File: src/rtl/ctrl_pkg.sv
// Shared state encodings, datapath select codes and control bundle type for the
// multicycle ARM-subset control unit.
package ctrl_pkg;

   localparam int STATE_ENC_W = 4;

   typedef enum logic [STATE_ENC_W-1:0] {
      FETCH    = 4'd0,
      DECODE   = 4'd1,
      MEMADR   = 4'd2,
      MEMREAD  = 4'd3,
      MEMWB    = 4'd4,
      MEMWRITE = 4'd5,
      EXECUTER = 4'd6,
      EXECUTEI = 4'd7,
      ALUWB    = 4'd8,
      BRANCH   = 4'd9
   } statetype;

   localparam logic [1:0] SRCB_REG  = 2'b00;
   localparam logic [1:0] SRCB_IMM  = 2'b01;
   localparam logic [1:0] SRCB_FOUR = 2'b10;

   localparam logic [1:0] RES_ALUOUT    = 2'b00;
   localparam logic [1:0] RES_DATA      = 2'b01;
   localparam logic [1:0] RES_ALURESULT = 2'b10;

   localparam logic [1:0] OP_DP  = 2'b00;
   localparam logic [1:0] OP_MEM = 2'b01;
   localparam logic [1:0] OP_BR  = 2'b10;

   typedef struct packed {
      logic       irwrite;
      logic       adrsrc;
      logic       alusrca;
      logic [1:0] alusrcb;
      logic [1:0] resultsrc;
      logic       nextpc;
      logic       regw;
      logic       memw;
      logic       branch;
      logic       aluop;
   } ctrl_t;

endpackage

File: src/rtl/main_fsm_outdec.sv
// Moore output decode: maps the current state to the unqualified control bundle.
// Encodings outside the enum (10-15) decode to all-zero controls.
module main_fsm_outdec
   import ctrl_pkg::*;
(
   input  statetype state,
   output ctrl_t    ctrl
);

   always_comb begin
      ctrl = '0;
      case (state)
         FETCH: begin
            ctrl.irwrite   = 1'b1;
            ctrl.adrsrc    = 1'b0;
            ctrl.alusrca   = 1'b1;
            ctrl.alusrcb   = SRCB_FOUR;
            ctrl.resultsrc = RES_ALURESULT;
            ctrl.nextpc    = 1'b1;
         end
         DECODE: begin
            ctrl.alusrca   = 1'b1;
            ctrl.alusrcb   = SRCB_FOUR;
            ctrl.resultsrc = RES_ALURESULT;
         end
         MEMADR: begin
            ctrl.alusrca = 1'b0;
            ctrl.alusrcb = SRCB_IMM;
         end
         MEMREAD: begin
            ctrl.adrsrc    = 1'b1;
            ctrl.resultsrc = RES_ALUOUT;
         end
         MEMWB: begin
            ctrl.resultsrc = RES_DATA;
            ctrl.regw      = 1'b1;
         end
         MEMWRITE: begin
            ctrl.adrsrc    = 1'b1;
            ctrl.resultsrc = RES_ALUOUT;
            ctrl.memw      = 1'b1;
         end
         EXECUTER: begin
            ctrl.alusrca = 1'b0;
            ctrl.alusrcb = SRCB_REG;
            ctrl.aluop   = 1'b1;
         end
         EXECUTEI: begin
            ctrl.alusrca = 1'b0;
            ctrl.alusrcb = SRCB_IMM;
            ctrl.aluop   = 1'b1;
         end
         ALUWB: begin
            ctrl.resultsrc = RES_ALUOUT;
            ctrl.regw      = 1'b1;
         end
         BRANCH: begin
            ctrl.alusrca   = 1'b0;
            ctrl.alusrcb   = SRCB_IMM;
            ctrl.resultsrc = RES_ALURESULT;
            ctrl.branch    = 1'b1;
         end
         default: ctrl = '0;
      endcase
   end

endmodule

File: src/rtl/main_fsm.sv
// Multicycle main control FSM: fetch/decode/execute/writeback sequencing.
// Define MAIN_FSM_MEM_WAIT_EN to stall FETCH/MEMREAD/MEMWRITE on mem_ready.
module main_fsm
   import ctrl_pkg::*;
#(
   parameter int STATE_W = 4
) (
   input  logic               clk,
   input  logic               reset,
   input  logic [1:0]         Op,
   input  logic [5:0]         Funct,
   input  logic               mem_ready,
   output logic               IRWrite,
   output logic               AdrSrc,
   output logic               ALUSrcA,
   output logic [1:0]         ALUSrcB,
   output logic [1:0]         ResultSrc,
   output logic               NextPC,
   output logic               RegW,
   output logic               MemW,
   output logic               Branch,
   output logic               ALUOp,
   output logic [STATE_W-1:0] dbg_state
);

   statetype state_q;
   statetype state_d;
   ctrl_t    ctrl;
   logic     mem_go;

   // Only the S/L bit and the immediate bit steer the sequence.
   logic [3:0] unused_funct;
   assign unused_funct = Funct[4:1];

`ifdef MAIN_FSM_MEM_WAIT_EN
   assign mem_go = mem_ready;
`else
   logic unused_mem_ready;
   assign unused_mem_ready = mem_ready;
   assign mem_go = 1'b1;
`endif

   always_ff @(posedge clk or negedge reset) begin
      if (!reset) begin
         state_q <= FETCH;
      end else begin
         state_q <= state_d;
      end
   end

   always_comb begin
      state_d = FETCH;
      case (state_q)
         FETCH:    state_d = mem_go ? DECODE : FETCH;
         DECODE: begin
            case (Op)
               OP_MEM:  state_d = MEMADR;
               OP_DP:   state_d = Funct[5] ? EXECUTEI : EXECUTER;
               OP_BR:   state_d = BRANCH;
               default: state_d = FETCH;
            endcase
         end
         MEMADR:   state_d = Funct[0] ? MEMREAD : MEMWRITE;
         MEMREAD:  state_d = mem_go ? MEMWB : MEMREAD;
         MEMWB:    state_d = FETCH;
         MEMWRITE: state_d = mem_go ? FETCH : MEMWRITE;
         EXECUTER: state_d = ALUWB;
         EXECUTEI: state_d = ALUWB;
         ALUWB:    state_d = FETCH;
         BRANCH:   state_d = FETCH;
         default:  state_d = FETCH;
      endcase
   end

   main_fsm_outdec u_outdec (
      .state (state_q),
      .ctrl  (ctrl)
   );

   // Side-effecting enables fire only on the cycle the access completes.
   assign IRWrite   = ctrl.irwrite & mem_go;
   assign NextPC    = ctrl.nextpc & mem_go;
   assign MemW      = ctrl.memw & mem_go;
   assign AdrSrc    = ctrl.adrsrc;
   assign ALUSrcA   = ctrl.alusrca;
   assign ALUSrcB   = ctrl.alusrcb;
   assign ResultSrc = ctrl.resultsrc;
   assign RegW      = ctrl.regw;
   assign Branch    = ctrl.branch;
   assign ALUOp     = ctrl.aluop;
   assign dbg_state = STATE_W'(state_q);

endmodule

File: config.mk
export PLATFORM = sky130hd
export DESIGN_NAME = main_fsm
export DESIGN_NICKNAME = d
export VERILOG_FILES = /design/src/rtl/ctrl_pkg.sv /design/src/rtl/main_fsm_outdec.sv /design/src/rtl/main_fsm.sv
export SDC_FILE = /design/constraint.sdc
export NUM_CORES = 1
export LEC_CHECK = 0
export CORE_AREA = 2 2 39 41
export DETAILED_ROUTE_END_ITERATION = 12
export DIE_AREA = 0 0 41 43
export SYNTH_ARGS = -nofsm -noshare
export SYNTH_HDL_FRONTEND = slang
export SYNTH_SLANG_ARGS = --single-unit
File: constraint.sdc
create_clock -name clk -period 1.4 [get_ports clk]
set_input_delay 0.21 -clock clk [delete_from_list [all_inputs] [get_ports clk]]
set_output_delay 0.21 -clock clk [all_outputs]
set_load 0.01 [all_outputs]
# Yosys cells after proc, flatten, opt, wreduce, memory -nomap -nowiden

Cells that the tools add are included.

Multiplexer cells: 12
Reduce and logical (&&, ||, !) cells: 8
Equality and inequality tests: 11

Operators by type and width:

| operator                                      | number |
|---|---|
| case mux 4 bit (5 select lines)               | 1 |
| == test 4 x 3 -> 1 bit, second input constant | 4 |
| case mux 4 bit (3 select lines)               | 1 |
| == test 4 x 2 -> 1 bit, second input constant | 2 |
| == test 4 bit, second input constant          | 2 |
| OR reduction 2 bit                            | 4 |
| 2-to-1 mux 1 bit                              | 7 |
| case mux 3 bit (2 select lines)               | 1 |
| OR reduction 3 bit                            | 2 |
| == test 4 x 1 -> 1 bit, second input constant | 1 |
| logical NOT 4 bit                             | 1 |
| case mux 2 bit (2 select lines)               | 1 |
| 2-to-1 mux 3 bit                              | 1 |
| == test 2 x 1 -> 1 bit, second input constant | 1 |
| == test 2 bit, second input constant          | 1 |
| logical NOT 2 bit                             | 1 |

Input port bits: 11
Flip-flop bits (word level): 4
Logic and storage cells: 32

# Longest topological paths before layout

Depth after elaboration: 3
Depth in mapped cells: 4

# Modules after synthesis

A second synthesis with hierarchy kept.

Cells, all modules: 41
Area, all modules: 346.6 um^2

By module, submodules not included:

| module          | area an instance (um^2) | seq. area each (um^2) | cells an instance | times used |
|---|---|---|---|---|
| main_fsm        | 197.7                   | 100.1                 | 18                | 1 |
| main_fsm_outdec | 148.9                   | 0.0                   | 23                | 1 |

# Least setup slack after synthesis

No wires, ideal clock.

Path type: register to output
Start point: register state_q[3], in the netlist dbg_state[3]
End point: output NextPC
Cell stages (with the launch flop): 5
Arrival time: 1344 ps
Path buffers: 2
Path slack: -154 ps
Data required time: 1190 ps
Cells stage by stage: dfrtp_1 > or2_1 > buf_2 > nor3_1 > buf_4

Longest elaborated chain between the ends: 2

Ends and longest elaborated chain:

| what                   | RTL line       | RTL |
|---|---|---|
| from (decl)            | main_fsm.sv:26 | `statetype state_q;` |
| from (signal assigned) | main_fsm.sv:47 | `state_q <= state_d;` |
| logical NOT 4 bit      | -              |  |
| 2-to-1 mux 1 bit       | -              |  |
| to (decl)              | main_fsm.sv:18 | `output logic NextPC,` |

Every way passes these cells.

# Final worst setup path

Start point: register state_q[2], in the netlist dbg_state[2]
End point: output ALUSrcB[0]

Longest elaborated chain between the ends: 3

Ends and longest elaborated chain:

| what                                                                      | RTL line              | RTL |
|---|---|---|
| == test 4 x 2 -> 1 bit, or another cell as far along                      | main_fsm_outdec.sv:12 | `case (state)` |
| OR reduction 3 bit (no line) / OR reduction 2 bit (equally long branches) | -                     |  |
| case mux 3 bit (2 select lines) (*)                                       | main_fsm_outdec.sv:12 |  |
| to (decl)                                                                 | main_fsm.sv:16        | `output logic [1:0] ALUSrcB,` |

Every way passes the cells marked *; elsewhere a longest branch is shown, timed or not.

==> results summary <==
The initial antenna violation count is 0. The layout-stage area growth over the synthesis result is 106%. The peak supply drop is roughly 0.0012 V.

The total via count after detailed routing came out at between 300 and 400. The register with the most flip-flops in the layout has 4 of them. Setup violations remaining at the end of the flow were counted as 9. The switching portion of total power is 0.404. The internal power is roughly 870 µW.

CTS built an H-tree with a depth of 1. The startpoint identified for the worst register-to-register timing path is dbg_state[1]. The number of hold buffers added after CTS was 0. The pre-CTS worst setup slack came out at -0.268 ns. The number of maximum-capacitance constraint violations came out at 0. In this run the power spent charging and discharging nets is 588 µW. The clock root buffer is sky130_fd_sc_hd__clkbuf_4. The first global-routing pass estimated 1.39 mm of wire.

The final hold violation count came out at 0. The post-detailed-route DRC marker count came out at 0. The part of the power in combinational logic is 0.755. The part of the cycle the worst path needs came out at 1.05. The worst slack on hold paths came out at about 0.19 ns. The transition at the pin with the smallest max-transition slack is between 0.2 and 0.25 ns.

The fraction of layout cells with a size suffix above 1 is 0.581. The number of nets in the layout is 87. The smallest setup slack after layout is -0.0647 ns. The detailed-route vias per instance is roughly 4.3. Of the synthesized area, sequential elements account for 0.315. The required time of the critical path is around 1.2 ns. The die area is approximately 1800 µm². The wire-length estimate of the detail-placed layout is just over 700 µm.

The share of total power dissipated in sequential elements is 0.152. The detailed-route wire length came out at 906 µm. The number of different library cells used by synthesis comes to 21. The number of nets with antenna violations after detailed routing came out at 0.

The post-route setup TNS came out at -0.339 ns. Setup repair after global routing could not meet its margin everywhere. The maximum clock insertion buffer count came out at 2. The core region area came out at 1380 µm². STA classifies the critical path startpoint as a flop. The number of cells produced by synthesis is 40. The die is around 43 µm tall.

The latest clock arrival within the worst-skew pair is roughly 0.23 ns. Synthesis produced a netlist with a net count of 51. The relative slew slack came out at 0.841. The detailed-routing iteration count for the pre-antenna-repair pass came out at 3. The number of diodes added for antenna fixing came out at 0.

The number of cells on the worst reg-to-reg path is 5. The clock tree skew after final layout is around 0.0019 ns. The number of placement rows came out at 14. The power share of the clock group came out at 0.093. The checks that failed: negative setup slack.

Once placement finished, the instance area stood at ~620 µm². STA puts the critical path data arrival time at about 1.3 ns. In this run, CTS created clock tree buffers numbering 3. The largest net degree at the start of global routing came out at 10.

The number of global-route vias before repair is 344. The leakage power figure is between 0.3 and 0.4 nW. After synthesis the cells add up to roughly 320 µm².

The class of the tightest hold or removal check is input port to asynchronous set/reset pin. The critical path is of the flop to output port type. Clock-pin slew was measured on the worst setup and hold paths at around 0.040 ns. The number of buffers inserted by port buffering is 21. The power density relative to cell area is around 2200 nW/µm². The per-cell routed wire length came out at about 10 µm. The total overflow left after global routing is 0.

The highest clock rate is 683 MHz. The run finished, with violations left. The final max-slew violation count is 0. Synthesis inferred 4 register bits. Along the worst path, the maximum fanout reaches 5. For this configuration, the core starts out at a cell density of 0.230. For this run, the total global-route usage over all layers was measured as 0.117. Measured on the finished design, the core utilization comes to 0.474. TritonCTS built the clock tree. The endpoint identified for the worst register-to-register timing path is dbg_state[1]. The width of the die is 41 µm. The time the final worst path needs with I/O delays and setup came out at 1.46 ns.

The synthesized area per cell is 7.95 µm². The final weighted congestion in routability-driven placement came out at roughly 0.65. The slack of the worst reg-to-reg path came out at ~0.13 ns. The worst setup path is captured at an output port. The area of all placed cells without fillers came out at between 600 and 700 µm². The initial detailed-routing violation count is 2. The Yosys warning count is 0. The top-level I/O count came out at 27. The number of clock sinks is 4.
metal layers:
metal	track usage	part of all wire
met1	0.167	0.46
met2	0.147	0.49
met3	0.0628	0.041
met4	0.0400	0
met5	0	0
synth_stat cells:
library cell,number,area [µm²]
sky130_fd_sc_hd__a21oi_1,1,5.00
sky130_fd_sc_hd__a21oi_2,1,8.76
sky130_fd_sc_hd__a31o_2,1,8.76
sky130_fd_sc_hd__buf_2,1,5.00
sky130_fd_sc_hd__buf_4,3,22.5
sky130_fd_sc_hd__buf_6,1,11.3
sky130_fd_sc_hd__dfrtp_1,4,100
sky130_fd_sc_hd__inv_1,3,11.3
sky130_fd_sc_hd__nand2_1,2,7.51
sky130_fd_sc_hd__nand2b_1,2,12.5
sky130_fd_sc_hd__nor2_1,6,22.5
sky130_fd_sc_hd__nor3_1,3,15.0
sky130_fd_sc_hd__nor3b_1,2,15.0
sky130_fd_sc_hd__o21ai_0,2,10.0
sky130_fd_sc_hd__o21ai_1,1,5.00
sky130_fd_sc_hd__o221ai_1,1,8.76
sky130_fd_sc_hd__o22a_1,1,8.76
sky130_fd_sc_hd__or2_1,1,6.26
sky130_fd_sc_hd__or2b_1,1,7.51
sky130_fd_sc_hd__or3b_1,1,8.76
sky130_fd_sc_hd__xnor2_1,2,17.5
cells by family after synthesis:
logic type	share of synthesized area
AND/OR/NAND/NOR	0.299
flip-flops	0.315
buffers and inverters	0.157
XOR/XNOR	0.0551
AO/OA/AOI/OAI	0.173
cell usage in the layout, fill, tap and decap left out, drive strengths merged, types with 2 or more instances in the layout:
cell type,count
nor3,3
buf,26
dfrtp,4
a21oi,2
nor2,6
o21ai,3
dlygate4sd2,4
nand2,2
clkdlybuf4s50,5
nand2b,2
clkbuf,4
xnor2,2
inv,3
nor3b,2
final cells by class:
class,count,area [µm²]
inverters,3,11.3
repair buffers,36,275
well taps,16,20.0
multi-input cells,28,224
clock buffers,3,22.5
fillers,145,728
flip-flops and latches,4,103
worst max-delay path by stage:
stage / start / endpoint / slack [ns] / cells past startpoint
finish: dbg_state[2] / ALUSrcB[0] / -0.06 / 3
global route: dbg_state[1] / ResultSrc[1] / -0.13 / 4
CTS: dbg_state[3] / ALUOp / -0.08 / 3
detailed placement: dbg_state[3] / ALUSrcB[0] / -0.27 / 3
global placement: dbg_state[3] / ALUSrcB[0] / -0.26 / 3
floorplan: dbg_state[3] / NextPC / -0.02 / 4
timing repair:
action,in CTS,in global routing
gates cloned,0,1
pin swaps,3,4
setup buffers,0,0
setup endpoints to repair,16,12
resized for setup,55,14
per-stage QoR:
step                      std cells  power (mW)
after floorplan                  40       0.732
after global placement           86        1.30
after detailed placement         86        1.30
after CTS                        89        1.31
after global routing             90        1.58
final                            90        1.46
critical path, cell delays in order, from the launching register on:
cell	delay, ns
sky130_fd_sc_hd__dfrtp_2	0.45
sky130_fd_sc_hd__or2_4	0.29
sky130_fd_sc_hd__o221ai_2	0.13
sky130_fd_sc_hd__buf_2	0.15
power by group through the flow:
stage / Combinational, mW / Sequential, mW / Clock, mW
global placement: 1.10 / 0.197 / 0
detailed placement: 1.10 / 0.196 / 0
global route: 1.20 / 0.230 / 0.152
finish: 1.10 / 0.221 / 0.136
CTS: 0.967 / 0.202 / 0.145
floorplan: 0.501 / 0.231 / 0
No activity file was read; power rests on OpenSTA's default activity.
